### src/rtl/ulpi_defs.sv
// Shared definitions for the ULPI receive-direction engine: state encodings,
// RX CMD field layout and RX_EVENT codes.
package ulpi_defs;

  localparam int unsigned MAX_LEN_DEF = 1027;
  localparam int unsigned LEN_W_DEF   = 11;

  // RX CMD byte layout: LineState in [1:0], RxEvent in [5:4]
  localparam int unsigned LS_LSB  = 0;
  localparam int unsigned EV_LSB  = 4;
  localparam int unsigned FIELD_W = 2;

  typedef enum logic [2:0] {
    ST_IDLE     = 3'd0,
    ST_TURN_IN  = 3'd1,
    ST_OWNED    = 3'd2,
    ST_PKT      = 3'd3,
    ST_TURN_OUT = 3'd4
  } state_t;

  typedef enum logic [1:0] {
    EV_NONE      = 2'b00,
    EV_ACTIVE    = 2'b01,
    EV_HOST_DISC = 2'b10,
    EV_ERROR     = 2'b11
  } rx_event_t;

  function automatic rx_event_t rx_event_of(input logic [7:0] cmd);
    return rx_event_t'(cmd[EV_LSB +: FIELD_W]);
  endfunction

endpackage

### src/rtl/ulpi_recv_pck.sv
// ULPI receive-direction engine: classifies PHY-driven bus cycles into
// turnaround, RX CMD and USB data bytes, and frames received packets.
module ulpi_recv_pck
  import ulpi_defs::*;
#(
  parameter int unsigned MAX_LEN = MAX_LEN_DEF,
  parameter int unsigned LEN_W   = LEN_W_DEF
) (
  input  logic             clk_ext,
  input  logic             rst,
  input  logic             EN,
  input  logic             DIR,
  input  logic             NXT,
  input  logic [7:0]       ULPI_DATA_IN,
  output logic [7:0]       RX_CMD,
  output logic             RX_CMD_VLD,
  output logic [1:0]       LINE_STATE,
  output logic [1:0]       RX_EVENT,
  output logic [7:0]       PCK_DATA,
  output logic             PCK_VLD,
  output logic             PCK_SOP,
  output logic             PCK_EOP,
  output logic             PCK_ERR,
  output logic [LEN_W-1:0] PCK_LEN,
  output logic             BUSY
);

  state_t            state, state_nxt;
  logic              in_pkt, in_pkt_nxt;
  logic              err, err_nxt;
  logic [LEN_W-1:0]  cnt, cnt_nxt, cnt_inc;
  rx_event_t         ev;

  logic [7:0]        rx_cmd_d;
  logic              rx_cmd_vld_d;
  logic [7:0]        pck_data_d;
  logic              pck_vld_d, pck_sop_d, pck_eop_d, pck_err_d;
  logic [LEN_W-1:0]  pck_len_d;
  logic              capture, eop_req;

  assign ev      = rx_event_of(ULPI_DATA_IN);
  assign cnt_inc = (cnt == {LEN_W{1'b1}}) ? cnt : cnt + LEN_W'(1);

  // Next-state and next-output logic
  always_comb begin
    state_nxt    = state;
    in_pkt_nxt   = in_pkt;
    err_nxt      = err;
    cnt_nxt      = cnt;
    rx_cmd_d     = RX_CMD;
    rx_cmd_vld_d = 1'b0;
    pck_data_d   = PCK_DATA;
    pck_vld_d    = 1'b0;
    pck_sop_d    = 1'b0;
    pck_eop_d    = 1'b0;
    pck_err_d    = 1'b0;
    pck_len_d    = PCK_LEN;
    capture      = 1'b0;
    eop_req      = 1'b0;

    case (state)
      ST_IDLE: begin
        if (EN && DIR) begin
          state_nxt  = ST_TURN_IN;
          in_pkt_nxt = NXT;
        end
      end
      ST_TURN_IN: begin
        in_pkt_nxt = 1'b0;
        if (!DIR)        state_nxt = ST_TURN_OUT;
        else if (in_pkt) state_nxt = ST_PKT;
        else             state_nxt = ST_OWNED;
      end
      ST_OWNED: begin
        if (!DIR) begin
          state_nxt = ST_TURN_OUT;
        end else if (!NXT) begin
          capture = 1'b1;
          if (ev == EV_ACTIVE) state_nxt = ST_PKT;
        end
      end
      ST_PKT: begin
        if (!DIR) begin
          eop_req   = 1'b1;
          state_nxt = ST_TURN_OUT;
        end else if (NXT) begin
          pck_vld_d  = 1'b1;
          pck_data_d = ULPI_DATA_IN;
          pck_sop_d  = (cnt == '0);
          cnt_nxt    = cnt_inc;
          if (32'(cnt_inc) > MAX_LEN) err_nxt = 1'b1;
        end else begin
          capture = 1'b1;
          if (ev == EV_ERROR) err_nxt = 1'b1;
          if (ev == EV_NONE || ev == EV_HOST_DISC) begin
            eop_req   = 1'b1;
            state_nxt = ST_OWNED;
          end
        end
      end
      ST_TURN_OUT: state_nxt = ST_IDLE;
      default:     state_nxt = ST_IDLE;
    endcase

    if (capture) begin
      rx_cmd_d     = ULPI_DATA_IN;
      rx_cmd_vld_d = 1'b1;
    end

    // A packet that delivered no bytes is always reported as bad
    if (eop_req) begin
      pck_eop_d = 1'b1;
      pck_err_d = err_nxt || (cnt == '0);
      pck_len_d = cnt;
      err_nxt   = 1'b0;
      cnt_nxt   = '0;
    end
  end

  // State, counters and registered outputs
  always_ff @(posedge clk_ext or negedge rst) begin
    if (!rst) begin
      state      <= ST_IDLE;
      in_pkt     <= 1'b0;
      err        <= 1'b0;
      cnt        <= '0;
      RX_CMD     <= '0;
      RX_CMD_VLD <= 1'b0;
      LINE_STATE <= '0;
      RX_EVENT   <= '0;
      PCK_DATA   <= '0;
      PCK_VLD    <= 1'b0;
      PCK_SOP    <= 1'b0;
      PCK_EOP    <= 1'b0;
      PCK_ERR    <= 1'b0;
      PCK_LEN    <= '0;
      BUSY       <= 1'b0;
    end else begin
      state      <= state_nxt;
      in_pkt     <= in_pkt_nxt;
      err        <= err_nxt;
      cnt        <= cnt_nxt;
      RX_CMD     <= rx_cmd_d;
      RX_CMD_VLD <= rx_cmd_vld_d;
      LINE_STATE <= rx_cmd_d[LS_LSB +: FIELD_W];
      RX_EVENT   <= rx_cmd_d[EV_LSB +: FIELD_W];
      PCK_DATA   <= pck_data_d;
      PCK_VLD    <= pck_vld_d;
      PCK_SOP    <= pck_sop_d;
      PCK_EOP    <= pck_eop_d;
      PCK_ERR    <= pck_err_d;
      PCK_LEN    <= pck_len_d;
      BUSY       <= (state_nxt != ST_IDLE);
    end
  end

endmodule

### config.mk
export PLATFORM = sky130hd
export DESIGN_NAME = ulpi_recv_pck
export DESIGN_NICKNAME = d
export VERILOG_FILES = /design/src/rtl/ulpi_defs.sv /design/src/rtl/ulpi_recv_pck.sv
export SDC_FILE = /design/constraint.sdc
export NUM_CORES = 1
export LEC_CHECK = 0
export CORE_ASPECT_RATIO = 1.75
export CORE_MARGIN = 4
export CORE_UTILIZATION = 50
export DETAILED_ROUTE_END_ITERATION = 8
export HOLD_SLACK_MARGIN = 0.12
export PLACE_DENSITY = 0.82
export SLEW_MARGIN = 5
export SYNTH_ARGS = -nofsm -noshare
export SYNTH_HDL_FRONTEND = slang
export SYNTH_SLANG_ARGS = --single-unit
### constraint.sdc
create_clock -name clk_ext -period 2.1 [get_ports clk_ext]
set_input_delay 0.21 -clock clk_ext [delete_from_list [all_inputs] [get_ports clk_ext]]
set_output_delay 0.21 -clock clk_ext [all_outputs]
set_load 0.005 [all_outputs]
==> impl_metrics.json, run 1 <==
{
  "hold_violations": 0,
  "fmax_mhz": 528,
  "hp-class": "in -> async",
  "avgViaCountPerCell": 5.64,
  "drc": 0,
  "grt_start_max_net_pins": 27,
  "clock_skew_ps": 8.28,
  "cp.required_ps": 2310,
  "cts.sinks": 49,
  "synth_flop_cell": "dfrtp_1",
  "die_x_microns": 60.1,
  "highest_layer": "met4",
  "post_cts_buffers": 0,
  "fin_cells": 342,
  "die_area_sq_um": 5950,
  "vias": 1930,
  "yosysWarnings": 0,
  "die_height_microns": 99.1,
  "leakage_uw": 0.00135,
  "fin_crit_sh_pct": 90.2,
  "relSlewSlack_pct": 63.0,
  "powerDensity_nw_per_um2": 1000,
  "core_sq_um": 4480,
  "dr.pass1.iters": 4,
  "wl_met2_microns": 3080,
  "clk_pin_slew_ps": 90,
  "wl_met1_microns": 2050,
  "insertion_delay_ps": 300,
  "diodes": 0,
  "io_pins": 50,
  "fin_crit_ps": 1890,
  "totalWireLength_microns": 5530,
  "start_util_pct": 52.9,
  "cts_hold_buf": 1,
  "cts.htree.levels": 2,
  "drive_gt1_share_pct": 13.7,
  "area_growth_pct": 26.2,
  "cts_tree": "done",
  "final_cell_area_sq_um": 2990,
  "r2r-end": "err$_DFF_PN0_",
  "r2r_start": "cnt[1]$_DFFE_PN0P_",
  "drv_cap": 0,
  "antenna_found_initial": 0,
  "synthesis.nets": 259,
  "vdd_drop_max_mv": 0.900,
  "final_antenna_net_count": 0,
  "path_class": "reg -> reg",
  "crit_path_start": "cnt[1]$_DFFE_PN0P_",
  "num-fill-cells": 355,
  "whs_ps": 426,
  "outcome": "complete, no violations",
  "reg2reg_depth": 6,
  "synthArstFlopShare_pct": 100,
  "setup_viol": 0,
  "clockBufferDepth": 2,
  "wl_met3_microns": 282,
  "crit_slowest_cell": "dfrtp_1",
  "place_area_sq_um": 2870,
  "max_slew.worst_pin.slew_ps": 555,
  "core.rowCount": 32,
  "ctsResizeCount": 0,
  "cp.arrival_ps": 2110,
  "critPathCaptureType": "flip-flop",
  "dp_cells": 333,
  "cp_cell_sequence": "ha_1 -> and3_1 -> a21boi_0 -> a41o_1 -> o211a_1 -> a211oi_2",
  "synth_edf_count": 0,
  "grt_pass1_wl_microns": 9420,
  "nets": 305,
  "place_congestion": 0.897,
  "cts_root_buf": "clkbuf_8",
  "crit_path_max_incr_delay_ps": 430,
  "worst-r2r-setup-slack_ps": 210,
  "rsz0062_at_grt": "false",
  "ys_seq_area_share_pct": 51.7,
  "maxSlewViolCount": 0,
  "synthCells": 244,
  "grt_pass1_vias": 2031,
  "synth.distinct_cells": 50,
  "critPathLaunchType": "flip-flop",
  "numCtsBuffers": 5,
  "gr-total-overflow": 0,
  "syn_area_per_cell_sq_um": 9.72,
  "dr.first_iter.drc_count": 60,
  "final.setup.tns_ps": 0,
  "grt_use_total_pct": 20.6,
  "dp_hpwl_microns": 4140,
  "syn_area_sq_um": 2370,
  "cp_max_fo": 9,
  "synth_seq_cells": 49,
  "portBuffers": 49,
  "wl_per_cell_microns": 16.2
}
==> state kept, by name, indices dropped and copies added (netlist names), 3 cells and up <==
register and count:
cnt 11, state 3, RX_CMD 6, PCK_LEN 11
PCK_DATA 8
==> worst max-delay path: cells and delay by family (launching register included) <==
family | cells | cell delay (ps)
and+or+nand+nor | 1 | 320
DFF | 1 | 430
adders and majority gates | 1 | 380
AOI/OAI and AO/OA | 4 | 670
==> synthesized netlist by cell type (2+ instances only) <==
library cell  count  area share, %
nor2_1           13            2.1
buf_4             7            2.2
mux2_2            8            3.8
and3_1            2           0.53
clkbuf_1          2           0.32
nor3_1            3           0.63
a21oi_1           9            1.9
inv_1             7            1.1
dfrtp_1          49             52
nand3_1          10            2.1
a211oi_2          3            1.6
nand3b_1          2           0.63
inv_2             2           0.32
o21ai_0          17            3.6
buf_6             4            1.9
xnor2_1           2           0.74
nand2_1          55            8.7
nor4_1            2           0.53
nor4b_1           3            1.1
buf_2             6            1.3
ha_1              2            1.1
a31oi_1           6            1.6
and2_1            3           0.79
==> metrics by stage <==
stage,util [%],setup slack [ps],total power (uW)
2_1_floorplan,-,436,1800
3_5_place_dp,64.0,224,2330
5_1_grt,66.7,39.8,3190
4_1_cts,66.7,225,3020
6_report,66.7,205,2990
3_3_place_gp,64.0,265,2310
==> layer usage <==
metal  global-route usage [%]  vias up
met2                     36.1       66
met3                     4.42       12
met5                        0        -
met1                     23.6      927
met4                     7.51        0
li1                         -      925
==> where the power goes <==
part           switching, uW  leakage (uW)  total (uW)  internal (uW)
Combinational            373      0.000641         950            577
Sequential               180      0.000651        1360           1170
Clock                    331     0.0000543         688            357
Total                    885       0.00135        2990           2110
==> cell type report <==
cell class	count	area, sq um	share of cell area, %
clock inverter	3	46.3	1.55
inverter	10	37.5	1.25
clock buffer	5	68.8	2.30
multi-input combinational	165	975	32.6
sequential	49	1230	41.0
timing repair buffer	59	576	19.2
tap	51	63.8	2.13
==> cell usage in the layout (no fill, tap or decap), types with 3 or more instances in the layout <==
cell type,count
a31oi_1,6
dfrtp_1,49
buf_4,8
clkbuf_8,5
nand2_1,55
and2_1,3
a21oi_1,9
nor2_1,13
nor3_1,3
mux2_2,8
a211oi_2,3
inv_1,7
clkdlybuf4s50_1,48
o21ai_0,17
nand3_1,10
==> how the worst max path moves through the flow <==
stage	to	cells after the start
floorplan	err$_DFF_PN0_	8
global placement	err$_DFF_PN0_	6
detailed placement	RX_CMD[1]$_DFFE_PN0P_	5
CTS	err$_DFF_PN0_	6
global route	err$_DFF_PN0_	6
finish	err$_DFF_PN0_	6
==> kinds of logic after synthesis <==
kind of cell	share of synthesized area, %
simple gates	20.6
xor+xnor	1.11
mux	4.22
fa+ha+maj	1.05
buf+inv	7.49
flops	51.7
compound gates	13.8
(Power assumes the default switching activity.)
==> run 2, diff against run 1 <==
HOLD_SLACK_MARGIN = unset   (was 0.12)
==> results of run 2 <==
Same layout as run 1: the final DEF is identical, and so are final timing and power.
==> run 3, diff against run 2 <==
MAX_ROUTING_LAYER = met4   (was unset)
==> run 3 against run 2 <==
Non-clock buffer count did not move. Sequential share of layout area up 0.40 points. Via count increased by 2.6%. Clock skew shrank 4.6 ps. Setup slack better by 22 ps. Largest cell class unchanged. First-iteration DRC count grew 45%. Count of clock-buffer cells in the layout increased by 2. Global-route usage rose by 0.20 points. Register-to-register slack better by 20 ps.
==> impl_metrics.json, run 3 (synthesized netlist as in run 1, its figures left out) <==
{
  "insertion_delay_ps": 300,
  "nets": 305,
  "rsz0062_at_grt": "false",
  "dr.first_iter.drc_count": 87,
  "grt_start_max_net_pins": 50,
  "vdd_drop_max_mv": 0.705,
  "vias": 1981,
  "leakage_uw": 0.00134,
  "fin_crit_ps": 1870,
  "cts_tree": "done",
  "final_common_cell": "nand2_1",
  "portBuffers": 49,
  "hp-class": "in -> async",
  "dp_cells": 333,
  "post_cts_buffers": 0,
  "dr.pass1.iters": 5,
  "fmax_mhz": 534,
  "totalWireLength_microns": 5500,
  "diodes": 0,
  "cell_internal_pwr_uw": 2010,
  "powerDensity_nw_per_um2": 963,
  "start_util_pct": 52.9,
  "fin_crit_sh_pct": 89.2,
  "swShare_pct": 29.5,
  "reg2reg_depth": 6,
  "final_antenna_net_count": 0,
  "core.rowCount": 32,
  "path_class": "reg -> reg",
  "max_slew.worst_pin.slew_ps": 515,
  "avgViaCountPerCell": 5.81,
  "final_cell_area_sq_um": 2960,
  "cts.sinks": 49,
  "place_ws_ps": 245,
  "wl_per_cell_microns": 16.1,
  "drc": 0,
  "fin_cells": 341,
  "die_height_microns": 99.1,
  "maxSlewViolCount": 0,
  "relSlewSlack_pct": 65.2,
  "critPathCaptureType": "flip-flop",
  "die_area_sq_um": 5950,
  "die_x_microns": 60.1,
  "worst-r2r-setup-slack_ps": 230,
  "area_growth_pct": 24.9,
  "gr-total-overflow": 0,
  "highest_layer": "met4",
  "r2r_start": "cnt[1]$_DFFE_PN0P_",
  "wl_met1_microns": 2020,
  "final_cell_mix": "nand2_1, dfrtp_1, clkdlybuf4s50_1, o21ai_0, nor2_1",
  "clock_skew_ps": 3.70,
  "cp_max_fo": 9,
  "drv_cap": 0,
  "dp_hpwl_microns": 4100,
  "outcome": "complete, no violations",
  "setup_viol": 0,
  "place_area_sq_um": 2870,
  "drive_gt1_share_pct": 13.1,
  "switching_power_uw": 841,
  "combinationalPowerShare_pct": 33.3,
  "hold_violations": 0,
  "cp.required_ps": 2320,
  "final.setup.tns_ps": 0,
  "p_seq_share_pct": 47.6,
  "pwr-share-clk_pct": 19.1,
  "critPathLaunchType": "flip-flop",
  "layout_setup_ws_ps": 227,
  "reg_top3": "PCK_LEN x11, cnt x11, PCK_DATA x8",
  "whs_ps": 419,
  "clockBufferDepth": 2,
  "cts_root_buf": "clkbuf_8",
  "antenna_found_initial": 0,
  "io_pins": 50,
  "cts.htree.levels": 2,
  "cp.arrival_ps": 2090,
  "place_congestion": 0.951,
  "grt_use_total_pct": 20.8,
  "wl_met3_microns": 213,
  "numCtsBuffers": 5,
  "core_sq_um": 4480,
  "grt_pass1_wl_microns": 9270,
  "r2r-end": "err$_DFF_PN0_",
  "grt_pass1_vias": 2085,
  "wl_met2_microns": 3030,
  "clk_pin_slew_ps": 80
}
==> run 3: final cells by class <==
class                   count  area, sq um
well taps                  51         63.8
inverters                  10         37.5
clock buffers               7         86.3
fillers                   363         1520
repair buffers             59          576
flip-flops and latches     49         1230
multi-input cells         165          975
==> run 3: critical path: stages (launching register included) <==
cell	delay [ps]
dfrtp_1	430
ha_1	380
and3_1	310
a21boi_0	110
a41o_1	220
o211a_1	130
a211oi_2	210
==> run 3: timing repair <==
item | 4_1_cts | 5_1_grt
hold endpoints to repair | 49 | 0
gates resized for setup | 0 | 0
hold buffers | 1 | 0
==> run 3: power by group through the flow <==
stage,combinational (uW),sequential [uW],clock [uW]
final,950,1360,546
after global routing,1050,1390,589
after CTS,964,1360,566
after detailed placement,957,1370,0
after global placement,933,1370,0
after floorplan,445,1350,0
==> run 3: metal layers <==
| layer | track usage (%) | vias up |
|---|---|---|
| met5 | - | - |
| met4 | 9.90 | 0 |
| met3 | 3.12 | 19 |
| met2 | 36.0 | 73 |
| met1 | 22.2 | 968 |
| li1 | - | 921 |
==> run 3: worst max-delay path by stage <==
stage / from / to / slack, ps / cells after the start
2_1_floorplan: cnt[0]$_DFFE_PN0P_ / err$_DFF_PN0_ / 440 / 8
3_3_place_gp: NXT / cnt[8]$_DFFE_PN0P_ / 260 / 5
3_5_place_dp: cnt[1]$_DFFE_PN0P_ / err$_DFF_PN0_ / 240 / 6
4_1_cts: cnt[1]$_DFFE_PN0P_ / err$_DFF_PN0_ / 220 / 6
5_1_grt: cnt[1]$_DFFE_PN0P_ / err$_DFF_PN0_ / 120 / 6
6_report: cnt[1]$_DFFE_PN0P_ / err$_DFF_PN0_ / 230 / 6
==> run 3: through the flow <==
step,utilization [%],power (uW)
after global placement,64.0,2300
after floorplan,-,1800
after CTS,66.1,2890
after global routing,66.1,3020
final,66.1,2850
after detailed placement,64.0,2330
